**src/rtl/pw_pkg.sv**
```systemverilog
// Shared keypad password definitions.
// Key codes, digit width and the entry-state enum.
package pw_pkg;

  localparam int DIGIT_W = 4;

  localparam logic [3:0] KEY_BKSP  = 4'hA;
  localparam logic [3:0] KEY_CLR   = 4'hB;
  localparam logic [3:0] KEY_ENTER = 4'hE;
  localparam logic [3:0] KEY_MASK  = 4'hF;

  typedef enum logic [1:0] {
    IDLE,
    ENTRY,
    FULL
  } pw_state_e;

endpackage

```
**src/rtl/pw_timeout_timer.sv**
```systemverilog
// Idle timer: counts while i_en, cleared by i_clr or !i_en.
// Ports: i_clk, i_rst_n, i_clr, i_en, o_expire (comb pulse at TIMEOUT_CYCLES-1).
module pw_timeout_timer #(
  parameter int TIMEOUT_CYCLES = 100_000_000,
  parameter int CNT_W          = $clog2(TIMEOUT_CYCLES)
) (
  input  logic i_clk,
  input  logic i_rst_n,
  input  logic i_clr,
  input  logic i_en,
  output logic o_expire
);

  localparam logic [CNT_W-1:0] LAST = CNT_W'(TIMEOUT_CYCLES - 1);

  logic [CNT_W-1:0] cnt_q;
  logic [CNT_W-1:0] cnt_d;
  logic             expire;

  always_comb begin
    expire = i_en && !i_clr && (cnt_q == LAST);
    if (i_clr || !i_en || expire) begin
      cnt_d = '0;
    end else begin
      cnt_d = cnt_q + CNT_W'(1);
    end
  end

  always_ff @(posedge i_clk or negedge i_rst_n) begin
    if (!i_rst_n) begin
      cnt_q <= '0;
    end else begin
      cnt_q <= cnt_d;
    end
  end

  assign o_expire = expire;

endmodule

```
**src/rtl/keypad_password_encoder.sv**
```systemverilog
// Keypad entry: builds a BCD password, commits it on Enter, auto-clears on idle.
// Ports: i_clk, i_rst_n, i_key_valid, i_key_code -> o_password, o_pw_valid,
//   o_live, o_disp_en, o_digit_cnt, o_error, o_timeout. Macro KEYPAD_PW_MASK_EN hides o_live digits.
module keypad_password_encoder
  import pw_pkg::*;
#(
  parameter int NUM_DIGITS     = 3,
  parameter int TIMEOUT_CYCLES = 100_000_000,
  parameter int CNT_W          = $clog2(TIMEOUT_CYCLES)
) (
  input  logic                          i_clk,
  input  logic                          i_rst_n,
  input  logic                          i_key_valid,
  input  logic [3:0]                    i_key_code,
  output logic [DIGIT_W*NUM_DIGITS-1:0] o_password,
  output logic                          o_pw_valid,
  output logic [DIGIT_W*NUM_DIGITS-1:0] o_live,
  output logic                          o_disp_en,
  output logic [1:0]                    o_digit_cnt,
  output logic                          o_error,
  output logic                          o_timeout
);

  localparam int         PW_W     = DIGIT_W * NUM_DIGITS;
  localparam logic [1:0] FULL_CNT = 2'(NUM_DIGITS);

  pw_state_e        state_q, state_d;
  logic [PW_W-1:0]  buf_q, buf_d;
  logic [1:0]       cnt_q, cnt_d;
  logic [PW_W-1:0]  pw_q, pw_d;
  logic [PW_W-1:0]  live_q, live_d;
  logic             pwv_q, pwv_d;
  logic             err_q, err_d;
  logic             tmo_q, tmo_d;
  logic             disp_q, disp_d;
  logic             expire;
  logic             is_digit;

  pw_timeout_timer #(
    .TIMEOUT_CYCLES(TIMEOUT_CYCLES),
    .CNT_W         (CNT_W)
  ) u_timer (
    .i_clk   (i_clk),
    .i_rst_n (i_rst_n),
    .i_clr   (i_key_valid),
    .i_en    (state_q != IDLE),
    .o_expire(expire)
  );

  always_comb begin
    state_d  = state_q;
    buf_d    = buf_q;
    cnt_d    = cnt_q;
    pw_d     = pw_q;
    pwv_d    = 1'b0;
    err_d    = 1'b0;
    tmo_d    = 1'b0;
    is_digit = (i_key_code <= 4'd9);
    if (i_key_valid) begin
      unique case (1'b1)
        is_digit: begin
          if (state_q == FULL) begin
            err_d = 1'b1;
          end else begin
            buf_d   = {buf_q[PW_W-DIGIT_W-1:0], i_key_code};
            cnt_d   = cnt_q + 2'd1;
            state_d = (cnt_q + 2'd1 == FULL_CNT) ? FULL : ENTRY;
          end
        end
        (i_key_code == KEY_BKSP): begin
          if (cnt_q != 2'd0) begin
            buf_d   = buf_q >> DIGIT_W;
            cnt_d   = cnt_q - 2'd1;
            state_d = (cnt_q == 2'd1) ? IDLE : ENTRY;
          end
        end
        (i_key_code == KEY_CLR): begin
          buf_d   = '0;
          cnt_d   = 2'd0;
          state_d = IDLE;
        end
        (i_key_code == KEY_ENTER): begin
          if (state_q == FULL) begin
            pw_d    = buf_q;
            pwv_d   = 1'b1;
            buf_d   = '0;
            cnt_d   = 2'd0;
            state_d = IDLE;
          end else begin
            err_d = 1'b1;
          end
        end
        default: ;
      endcase
    end else if (expire) begin
      buf_d   = '0;
      cnt_d   = 2'd0;
      state_d = IDLE;
      tmo_d   = 1'b1;
    end
    disp_d = (state_d != IDLE);
`ifdef KEYPAD_PW_MASK_EN
    live_d = '0;
    for (int i = 0; i < NUM_DIGITS; i++) begin
      if (i < int'(cnt_d)) begin
        live_d[i*DIGIT_W +: DIGIT_W] = KEY_MASK;
      end
    end
`else
    live_d = buf_d;
`endif
  end

  always_ff @(posedge i_clk or negedge i_rst_n) begin
    if (!i_rst_n) begin
      state_q <= IDLE;
      buf_q   <= '0;
      cnt_q   <= 2'd0;
      pw_q    <= '0;
      live_q  <= '0;
      pwv_q   <= 1'b0;
      err_q   <= 1'b0;
      tmo_q   <= 1'b0;
      disp_q  <= 1'b0;
    end else begin
      state_q <= state_d;
      buf_q   <= buf_d;
      cnt_q   <= cnt_d;
      pw_q    <= pw_d;
      live_q  <= live_d;
      pwv_q   <= pwv_d;
      err_q   <= err_d;
      tmo_q   <= tmo_d;
      disp_q  <= disp_d;
    end
  end

  assign o_password  = pw_q;
  assign o_pw_valid  = pwv_q;
  assign o_live      = live_q;
  assign o_disp_en   = disp_q;
  assign o_digit_cnt = cnt_q;
  assign o_error     = err_q;
  assign o_timeout   = tmo_q;

endmodule

```
**config.mk**
```make
export PLATFORM = sky130hd
export DESIGN_NAME = keypad_password_encoder
export DESIGN_NICKNAME = d
export VERILOG_FILES = /design/src/rtl/pw_pkg.sv /design/src/rtl/pw_timeout_timer.sv /design/src/rtl/keypad_password_encoder.sv
export SDC_FILE = /design/constraint.sdc
export NUM_CORES = 1
export LEC_CHECK = 0
export CAP_MARGIN = 20
export CORE_UTILIZATION = 30
export DETAILED_ROUTE_END_ITERATION = 12
export MAX_ROUTING_LAYER = met4
export SYNTH_ARGS = -nofsm -noshare
export SYNTH_HDL_FRONTEND = slang
export SYNTH_SLANG_ARGS = --single-unit
```
**constraint.sdc**
```tcl
create_clock -name i_clk -period 3.18 [get_ports i_clk]
set_input_delay 0.318 -clock i_clk [delete_from_list [all_inputs] [get_ports i_clk]]
set_output_delay 0.318 -clock i_clk [all_outputs]
set_load 0.005 [all_outputs]
```
**Word-level counts from Yosys, hierarchy flattened**

Cells that the tools add are included.

- Add/subtract/negate cells: 3
- $lt $le $gt $ge: 1
- Eq/ne operators: 11
- Muxes and demuxes: 29
- Reduce and logical (&&, ||, !) cells: 12

Operators by type and width:

| kind | number |
|---|---|
| $mux W12 | 5 |
| $pmux W12 S4 | 1 |
| $add A27 B1 Y27 const B | 1 |
| $eq A27 B27 Y1 const B | 1 |
| $mux W27 | 1 |
| $mux W2 | 11 |
| $pmux W2 S4 | 2 |
| $eq A4 B4 Y1 const B | 3 |
| $mux W1 | 8 |
| $reduce_bool A2 Y1 | 4 |
| $ne A3 B2 Y1 const B | 2 |
| $ne A5 B1 Y1 const B | 1 |
| $reduce_and A5 Y1 | 1 |
| $eq A2 B2 Y1 const B | 2 |
| $le A4 B4 Y1 const B | 1 |
| $ne A3 B3 Y1 const B | 1 |
| $reduce_and A3 Y1 | 1 |
| $add A2 B1 Y2 const B | 1 |
| $eq A2 B1 Y1 const B | 1 |
| $logic_and A1 B1 Y1 | 2 |
| $logic_not A1 Y1 | 2 |
| $logic_or A1 B1 Y1 | 2 |
| $pmux W1 S2 | 1 |
| $sub A2 B1 Y2 const B | 1 |

- Register bits after elaboration: 59
- Output and inout port bits: 30

**Depth between registers and ports, before layout**

Gate-level depths: netlist of run 1.

- Word-level depth: 7
- Mapped depth: 7
- Mapped depth without buffers: 6

**Cells and area by module**

Synthesis of run 1 repeated with hierarchy kept, for this count alone.

- Cell total of the unflattened synthesis: 296
- Area, all modules: 3185.6 um2

Modules (own cells, without submodules):

| module | instances | cells each | area each (um2) |
|---|---|---|---|
| keypad_password_encoder | 1 | 131 | 1662.8 |
| pw_timeout_timer | 1 | 165 | 1522.7 |

**Worst setup path before layout of run 1**

OpenSTA, ideal clock, no wires.

- Kind: flip-flop to flip-flop
- Start: reg u_timer.cnt_q[11]
- End: reg cnt_q[0], in the netlist o_digit_cnt[0]
- Library setup time: 0.118 ns
- Arrival time: 2.075 ns
- Required time: 3.062 ns
- Path slack: 0.987 ns
- Stages on the path, launching flop included: 6
- Buffers on the path: 1
- Clock period less this slack: 2.193 ns
- Cells stage by stage: dfrtp_1 -> or4_4 -> or4_4 -> o31a_4 -> buf_6 -> a21o_1

- Cells in the longest elaborated chain, start to end: 4

Ends and longest elaborated chain:

| element | RTL line | text |
|---|---|---|
| start: declaration | pw_timeout_timer.sv:16 | `logic [CNT_W-1:0] cnt_q;` |
| start signal: assignment | pw_timeout_timer.sv:33 | `cnt_q <= cnt_d;` |
| $eq A27 B27 Y1 | pw_timeout_timer.sv:21 | `expire = i_en && !i_clr && (cnt_q == LAST);` |
| $logic_and A1 B1 Y1 | pw_timeout_timer.sv:21 |  |
| $reduce_bool A2 Y1 (no source line) | -- |  |
| $reduce_and A5 Y1 (no source line) | -- |  |
| end signal: assignment | keypad_password_encoder.sv:128 | `cnt_q <= cnt_d;` |
| end: declaration | keypad_password_encoder.sv:29 | `logic [1:0] cnt_q, cnt_d;` |

No other way between the ends.
A chain may end at the register's enable or synchronous reset.

**Worst setup path in the final report of run 1**

- Start: reg u_timer.cnt_q[11]
- End: reg u_timer.cnt_q[5]

- Cells in the longest elaborated chain, start to end: 4

Ends and longest elaborated chain:

| element | RTL line | text |
|---|---|---|
| $eq A27 B27 Y1 | pw_timeout_timer.sv:21 |  |
| $logic_and A1 B1 Y1 | pw_timeout_timer.sv:21 |  |
| $logic_or A1 B1 Y1 | pw_timeout_timer.sv:22 | `if (i_clr \|\| !i_en \|\| expire) begin` |
| $mux W27 | pw_timeout_timer.sv:22 |  |
| net u_timer.cnt_d[5] | pw_timeout_timer.sv:17 | `logic [CNT_W-1:0] cnt_d;` |

The timed path passes the listed nets, and every way through them passes these cells.

==> results of run 1 <==
stage by stage:
step	std cells	worst slack, ns	utilization (%)
3_5_place_dp	439	0.604	36.5
5_1_grt	455	0.615	39.1
4_1_cts	455	0.748	39.1
2_1_floorplan	282	0.987	-
6_report	455	0.770	39.1
3_3_place_gp	439	0.652	36.5
per-layer routing:
layer | routed length, um | part of all wire (%) | GRT usage [%]
met4 | 96 | 1.5 | 5.57
met1 | 3170 | 49 | 18.2
met2 | 3010 | 46 | 21.8
met5 | 0 | 0 | -
met3 | 248 | 3.8 | 4.16
worst max-delay path, stage by stage (launching register included):
cell and delay (ns):
dfrtp_1 0.42, or4_4 0.57, or4_4 0.56, o21bai_2 0.58
nor2_1 0.13
kinds of logic (layout without fill, tap and decap cells):
| logic type | after synthesis | after routing | synth area share, % |
|---|---|---|---|
| AO/OA/AOI/OAI | 49 | 49 | 12.7 |
| XOR/XNOR | 19 | 19 | 5.70 |
| adder cells (fa/ha/maj) | 4 | 4 | 1.71 |
| buffers and inverters | 18 | 62 | 2.78 |
| flip-flops | 59 | 59 | 50.6 |
| multiplexers | 14 | 14 | 5.31 |
| AND/OR/NAND/NOR | 119 | 119 | 21.3 |
registers in the layout, summed over array words and instances (netlist names):
signal / count
u_timer.cnt_q: 27
o_pw_valid: 1
o_password: 12
o_live: 12
state_q: 2
o_digit_cnt: 2
o_disp_en: 1
o_timeout: 1
o_error: 1
where the power goes:
group / internal, W / leakage [nW] / switching, W
logic: 0.000186 / 0.613 / 0.000158
registers: 0.000813 / 0.808 / 0.0000742
clock network: 0.000519 / 0.119 / 0.000313
total: 0.00152 / 1.54 / 0.000546
cell usage after synthesis, drive strengths merged (4+ instances only):
cell type,count
buf,4
and2,4
xor2,12
a22o,4
clkbuf,8
mux2,12
nor2,30
a21oi,7
nor2b,5
nor3,7
o2bb2ai,5
a22oi,9
xnor2,7
nand2,21
a21o,6
nor3b,6
o21ai,4
ha,4
nand4,7
dfrtp,59
inv,6
nand3,17
path summary, 6_finish.rpt:
kind,depth (start not counted),start,endpoint,slack (ns)
max,4,u_timer.cnt_q[11],u_timer.cnt_q[5],0.77
min,1,i_rst_n,u_timer.cnt_q[1],0.11
max reg2reg,4,u_timer.cnt_q[11],u_timer.cnt_q[5],0.77
min reg2reg,1,u_timer.cnt_q[0],u_timer.cnt_q[0],0.49
max in group asynchronous,2,i_rst_n,u_timer.cnt_q[5],2.28
min in group i_clk,1,u_timer.cnt_q[0],u_timer.cnt_q[0],0.49
final cells by class:
class | count | area share [%]
timing repair buffer | 40 | 10.6
clock inverter | 7 | 3.19
clock buffer | 9 | 3.40
multi-input combinational | 205 | 37.3
sequential | 59 | 40.5
tap | 129 | 4.42
inverter | 6 | 0.617
==> results.cfg, run 1 <==
[sta]
hold_slack_ns = 0.109
fin_tns_setup_ns = 0
worst_pin_slew_ns = 0.930
fmax_mhz = 415
min_period_ns = 2.41
fin_worst_skew_ns = 0.00920
finalSetupViolCount = 0
hold_viol = 0
rsz0062_at_grt = false
relSlewSlack_pct = 38.0
period_share_pct = 75.8
final_max_slew_viol_count = 0

[layout]
drive_above_1_share_pct = 12.6
diodes = 0
multi_input_area_um2 = 1360
layout_commonest_cell = dfrtp_1
final_cell_area_um2 = 3650
mostFrequentLayoutCells = dfrtp_1, clkdlybuf4s50_1, nor2_1
seq_area_um2 = 1480
fillCellCount = 880
final_nets = 332
area_growth_pct = 24.9

[logic_synthesis]
syn_inst = 282
synth_edf_count = 0
ys_seq_area_share_pct = 50.6
synth_area_um2 = 2920
synth_area_per_cell_um2 = 10.4
synth_top_area_share_pct = 50.6
syn_nets = 293
postSynth.asyncResetShare_pct = 100
yosys.area.top_type = dfrtp_1
yosysWarnings = 0
synth_seq_cells = 59
yosys-top-cells-area = dfrtp_1, mux2_2, nor2_1
ys.flop_type = dfrtp_1
synth.distinct_cells = 47

[route]
drc = 0
drt_iter0_drc = 150
routedWlPerCell_um = 14.3
num_vias = 2255
final_antenna_net_count = 0
viasPerCell = 4.96
drt_wl_total_um = 6520
firstDrtPassIters = 4

[die]
die_x_um = 101
dieArea_um2 = 10100
die_h_um = 101
core_um2 = 9330
initial_core_util_pct = 31.3
ios = 37
rows = 35

[critical_path]
worstPathArrival_ns = 2.60
path_class = reg -> reg
worst_setup_path_start_kind = flop
cp_max_fo = 16
required_ns = 3.37
end_kind = flop

[power_and_ir_drop]
p_per_area_nw_per_um2 = 566
total_power_w = 0.00206
ir_drop_v = 0.000219
leakagePower_nw = 1.54

[placement]
port_buffers = 36
dpl_cell_area_um2 = 3410
gp_congestion = 0.852
dp_hpwl_um = 4540

[global_routing]
grt_overflow_total = 0
grt_max_degree = 42
grt_pass1_wl_um = 10800
grtUsageTotal_pct = 14.4
antenna_found_initial = 0
grt_pass1_vias = 2180

[clock_tree]
clock_latency_ns = 0.34
post_cts_buffers = 0
ctsResizeCount = 0
ctsHoldBuffers = 0
cts.htree.levels = 3
cts_tree = built
cts_root_buffer = clkbuf_8
clk_pin_slew_worst_paths_ns = 0.07
clockBufferDepth = 2
cts_sinks = 59
cts_made_buffers = 9

[run_status]
status = complete, no violations

[hold_path]
hold_path.class = in -> async

[flow_run]
drv_cap = 0
(Power assumes the default switching activity.)
==> inputs of run 2 (changes only) <==
- clock period: 3.18 -> 2.12 ns (I/O delays scaled with it)
==> run 2 against run 1 <==
The run now ends with negative setup slack left. Combinational power up 76%. Core utilization increased by 3.5 points. Final area increased by 9.0%. Critical path type unchanged. Largest cell class unchanged.
==> results.cfg, run 2 (synthesized netlist as in run 1, its figures left out) <==
[die]
dieArea_um2 = 10100
ios = 37
core_um2 = 9330
rows = 35
die_h_um = 101
die_x_um = 101
initial_core_util_pct = 31.3

[route]
drc = 0
met2_length_um = 3330
top_layer = met4
routed-wl-met3_um = 231
met1_length_um = 3470
firstDrtPassIters = 4
final_antenna_net_count = 0
num_vias = 2437
viasPerCell = 4.97
drt_iter0_drc = 119
routedWlPerCell_um = 14.7
drt_wl_total_um = 7220

[power_and_ir_drop]
leakagePower_nw = 1.74
clkPwrFrac_pct = 37.4
swShare_pct = 27.5
comb_power_share_pct = 19.6
p_int_w = 0.00225
p_switching_w = 0.000855
p_per_area_nw_per_um2 = 781
ir_drop_v = 0.000357
power_frac_seq_pct = 43.0

[sta]
finalSetupViolCount = 11
fin_ws_ns = -0.0620
period_share_pct = 103
relSlewSlack_pct = 57.4
final_max_slew_viol_count = 0
rsz0062_at_grt = true
hold_viol = 0
min_period_ns = 2.18
hold_slack_ns = 0.448
worst_pin_slew_ns = 0.639
fmax_mhz = 458
fin_worst_skew_ns = 0.00928

[global_routing]
grt_overflow_total = 0
grtUsageTotal_pct = 16.4
antenna_found_initial = 0
grt_max_degree = 33
grt_pass1_wl_um = 12200
grt_pass1_vias = 2411

[critical_path]
required_ns = 2.36
worst_setup_path_start_kind = flop
worstPathArrival_ns = 2.42
path_class = reg -> reg
end_kind = flop
cp_max_fo = 7

[run_status]
violations = negative setup slack
status = finished, violations left

[layout]
area_growth_pct = 36.1
seq_area_um2 = 1480
finalNonFillerCells = 490
mostFrequentLayoutCells = dfrtp_1, clkdlybuf4s50_1, buf_4
layout_commonest_cell = dfrtp_1
multi_input_area_um2 = 1420
largest_reg_flops = 27
final_nets = 367
fillCellCount = 881
drive_above_1_share_pct = 22.7
top_register = u_timer.cnt_q
diodes = 0

[clock_tree]
cts_tree = built
clockBufferDepth = 2
clk_pin_slew_worst_paths_ns = 0.07
clock_latency_ns = 0.35
cts_root_buffer = clkbuf_8
cts_made_buffers = 9
cts.htree.levels = 3
cts_sinks = 59

[placement]
gp_congestion = 0.873
placed_cells = 472
port_buffers = 36
dp_hpwl_um = 4980
pre_cts_slack_ns = -0.0567

[flow_run]
drv_cap = 0

[hold_path]
hold_path.class = in -> async
## run 2: changes by cell type in the layout (fill, tap and decap cells not counted), sizes merged
cell         delta
buf            +33
bufinv          -1
clkbuf          +1
clkinv          -1
clkinvlp        +1
dlygate4sd3     +1
o31a            +1
## run 2: power groups by stage
stage	clock, W	sequential [W]	combinational, W
after CTS	0.00119	0.00133	0.000596
after global placement	0	0.00135	0.000569
final	0.00116	0.00133	0.000607
after floorplan	0	0.00132	0.000276
after detailed placement	0	0.00135	0.000584
after global routing	0.00124	0.00135	0.000664
## run 2: what timing repair did
action | in CTS | in global routing
cloned | 1 | 0
gates resized for setup | 1 | 5
hold buffers | 1 | 0
buffers inserted | 0 | 0
endpoints found under the setup margin | 9 | 29
endpoints found under the hold margin | 27 | 0
pin swaps | 4 | 5
## run 2: cell type report
| cell class | instances | area share (%) |
|---|---|---|
| clock buffers | 10 | 3.46 |
| flip-flops and latches | 59 | 37.1 |
| repair buffers | 74 | 16.8 |
| well taps | 129 | 4.06 |
| clock inverters | 6 | 2.23 |
| multi-input cells | 206 | 35.7 |
| inverters | 6 | 0.567 |
## run 2: metal layers
layer  global-route usage (%)  up-vias
met3                     2.91       12
met1                     21.8     1216
met5                        -        -
met2                     23.6       43
met4                     9.36        0
li1                         -     1166
## run 2: critical path: stages, from the launching register on
cell and delay [ns]:
dfrtp_1 0.39, or4b_4 0.54, or4_4 0.58, o31a_4 0.34, a22o_2 0.22
## run 2: final timing paths
path | endpoint | depth (start not counted) | slack [ns] | startpoint
worst max-delay path | o_live[10] | 4 | -0.06 | u_timer.cnt_q[19]
worst min-delay path | o_live[1] | 2 | 0.45 | i_rst_n
worst min register to register | u_timer.cnt_q[0] | 1 | 0.48 | u_timer.cnt_q[0]
max in group asynchronous | u_timer.cnt_q[14] | 3 | 1.08 | i_rst_n
worst max register to register | o_live[10] | 4 | -0.06 | u_timer.cnt_q[19]
min in group i_clk | u_timer.cnt_q[0] | 1 | 0.48 | u_timer.cnt_q[0]
## run 2: per-stage QoR
stage / power (W) / utilization (%) / TNS [ns] / area [um2]
2_1_floorplan: 0.00160 / - / -0.369 / 2920
3_3_place_gp: 0.00192 / 39.6 / -0.122 / 3690
3_5_place_dp: 0.00193 / 39.6 / -0.321 / 3690
4_1_cts: 0.00312 / 42.3 / -0.172 / 3940
5_1_grt: 0.00326 / 42.6 / -0.805 / 3980
6_report: 0.00310 / 42.6 / -0.372 / 3980
==> inputs of run 3 (changes only) <==
==> constraint.sdc (replaced) <==
create_clock -name i_clk -period 2.12 [get_ports i_clk]
set_input_delay 0.318 -clock i_clk [delete_from_list [all_inputs] [get_ports i_clk]]
set_output_delay 0.318 -clock i_clk [all_outputs]
set_load 0.005 [all_outputs]
==> run 3 against run 2 <==
Final cell count up 1.2%. Power is 0.66% lower. Sequential share of layout area is 0.17 points lower. Sequential power barely moved. Via count did not move. The run still ends with negative setup slack left. Critical endpoint is now o_live[11]. Final area up 0.47%. Largest power group unchanged. Worst setup slack gained 0.016 ns. First-iteration DRC count up 13%.
==> results.cfg, run 3 (synthesized netlist as in run 1, its figures left out) <==
[critical_path]
worstPathArrival_ns = 2.40
end_kind = flop
cp_max_fo = 7
timing.rr.end = o_live[11]
r2r-start = u_timer.cnt_q[19]
r2r_setup_slack_ns = -0.05
path_class = reg -> reg
r2r_cells = 4
required_ns = 2.35
worst_setup_path_start_kind = flop

[route]
num_vias = 2437
drc = 0
drt_wl_total_um = 7070
viasPerCell = 4.91
firstDrtPassIters = 4
final_antenna_net_count = 0
drt_iter0_drc = 135
routedWlPerCell_um = 14.3

[die]
ios = 37
rows = 35
initial_core_util_pct = 31.3
dieArea_um2 = 10100
die_x_um = 101
die_h_um = 101
core_um2 = 9330

[sta]
hold_viol = 0
fin_worst_skew_ns = 0.00998
fmax_mhz = 462
fin_ws_ns = -0.0462
period_share_pct = 102
min_period_ns = 2.17
fin_tns_setup_ns = -0.207
relSlewSlack_pct = 68.2
worst_pin_slew_ns = 0.475
finalSetupViolCount = 8
final_max_slew_viol_count = 0
hold_slack_ns = 0.486
rsz0062_at_grt = true

[placement]
dp_hpwl_um = 4940
gp_congestion = 0.844
pre_cts_slack_ns = -0.0494
port_buffers = 36
placed_cells = 475

[global_routing]
grt_overflow_total = 0
grt_pass1_vias = 2339
grt_pass1_wl_um = 11800
antenna_found_initial = 0
grt_max_degree = 60
grtUsageTotal_pct = 15.6

[flow_run]
drv_cap = 0

[layout]
mostFrequentLayoutCells = dfrtp_1, buf_4, clkdlybuf4s50_1
final_nets = 373
top_register = u_timer.cnt_q
utilization_pct = 42.8
layout_commonest_cell = dfrtp_1
largest_reg_flops = 27
diodes = 0
finalNonFillerCells = 496
fillCellCount = 906
drive_above_1_share_pct = 22.9
area_growth_pct = 36.8

[clock_tree]
cts_sinks = 59
cts_root_buffer = clkbuf_8
clk_pin_slew_worst_paths_ns = 0.07
cts_made_buffers = 9
clock_latency_ns = 0.35
cts.htree.levels = 3
cts_tree = built
clockBufferDepth = 2

[run_status]
violations = negative setup slack
status = finished, violations left

[power_and_ir_drop]
p_per_area_nw_per_um2 = 772
leakagePower_nw = 1.76
ir_drop_v = 0.000265

[hold_path]
hold_path.class = in -> async
run 3: layout make-up:
| class | count | area [um2] | share of cell area [%] |
|---|---|---|---|
| Sequential cell | 59 | 1480 | 37.0 |
| Clock inverter | 7 | 101 | 2.54 |
| Tap cell | 129 | 161 | 4.04 |
| Clock buffer | 9 | 124 | 3.10 |
| Inverter | 6 | 22.5 | 0.564 |
| Multi-Input combinational cell | 206 | 1400 | 34.9 |
| Timing Repair Buffer | 80 | 713 | 17.9 |
run 3: report_power, final:
| part | internal, W | switching (W) |
|---|---|---|
| Clock | 0.000669 | 0.000494 |
| Combinational | 0.000331 | 0.000259 |
| Sequential | 0.00122 | 0.000111 |
| Total | 0.00222 | 0.000864 |
run 3: worst max path at each step:
stage	endpoint	slack [ns]	from
global route	o_live[10]	-0.07	u_timer.cnt_q[10]
finish	o_live[11]	-0.05	u_timer.cnt_q[19]
CTS	o_live[11]	-0.04	u_timer.cnt_q[25]
global placement	o_live[9]	-0.03	u_timer.cnt_q[10]
detailed placement	o_live[11]	-0.05	u_timer.cnt_q[10]
floorplan	o_digit_cnt[0]	-0.06	u_timer.cnt_q[10]
run 3: timing repair:
item,CTS,global route
endpoints found under the setup margin,10,10
hold buffers,1,0
endpoints found under the hold margin,59,0
resized for setup,1,1
cloned,1,0
pin swaps,3,4
setup buffers,2,1
run 3: routing by layer:
layer | vias up | track usage, % | wire (um)
li1 | 1176 | - | -
met3 | 9 | 3.12 | 231
met1 | 1200 | 21.1 | 3520
met2 | 52 | 22.9 | 3200
met5 | - | - | 0
met4 | 0 | 6.69 | 125
run 3: worst max-delay path, stage by stage (launching register included):
cell	delay, ns
dfrtp_1	0.38
or4b_4	0.54
or4_4	0.57
o31a_4	0.35
a22o_2	0.22
run 3: stage by stage:
stage	power, W	area, um2
floorplan	0.00160	2920
global placement	0.00193	3710
detailed placement	0.00194	3710
CTS	0.00312	3980
global route	0.00324	3990
finish	0.00308	3990
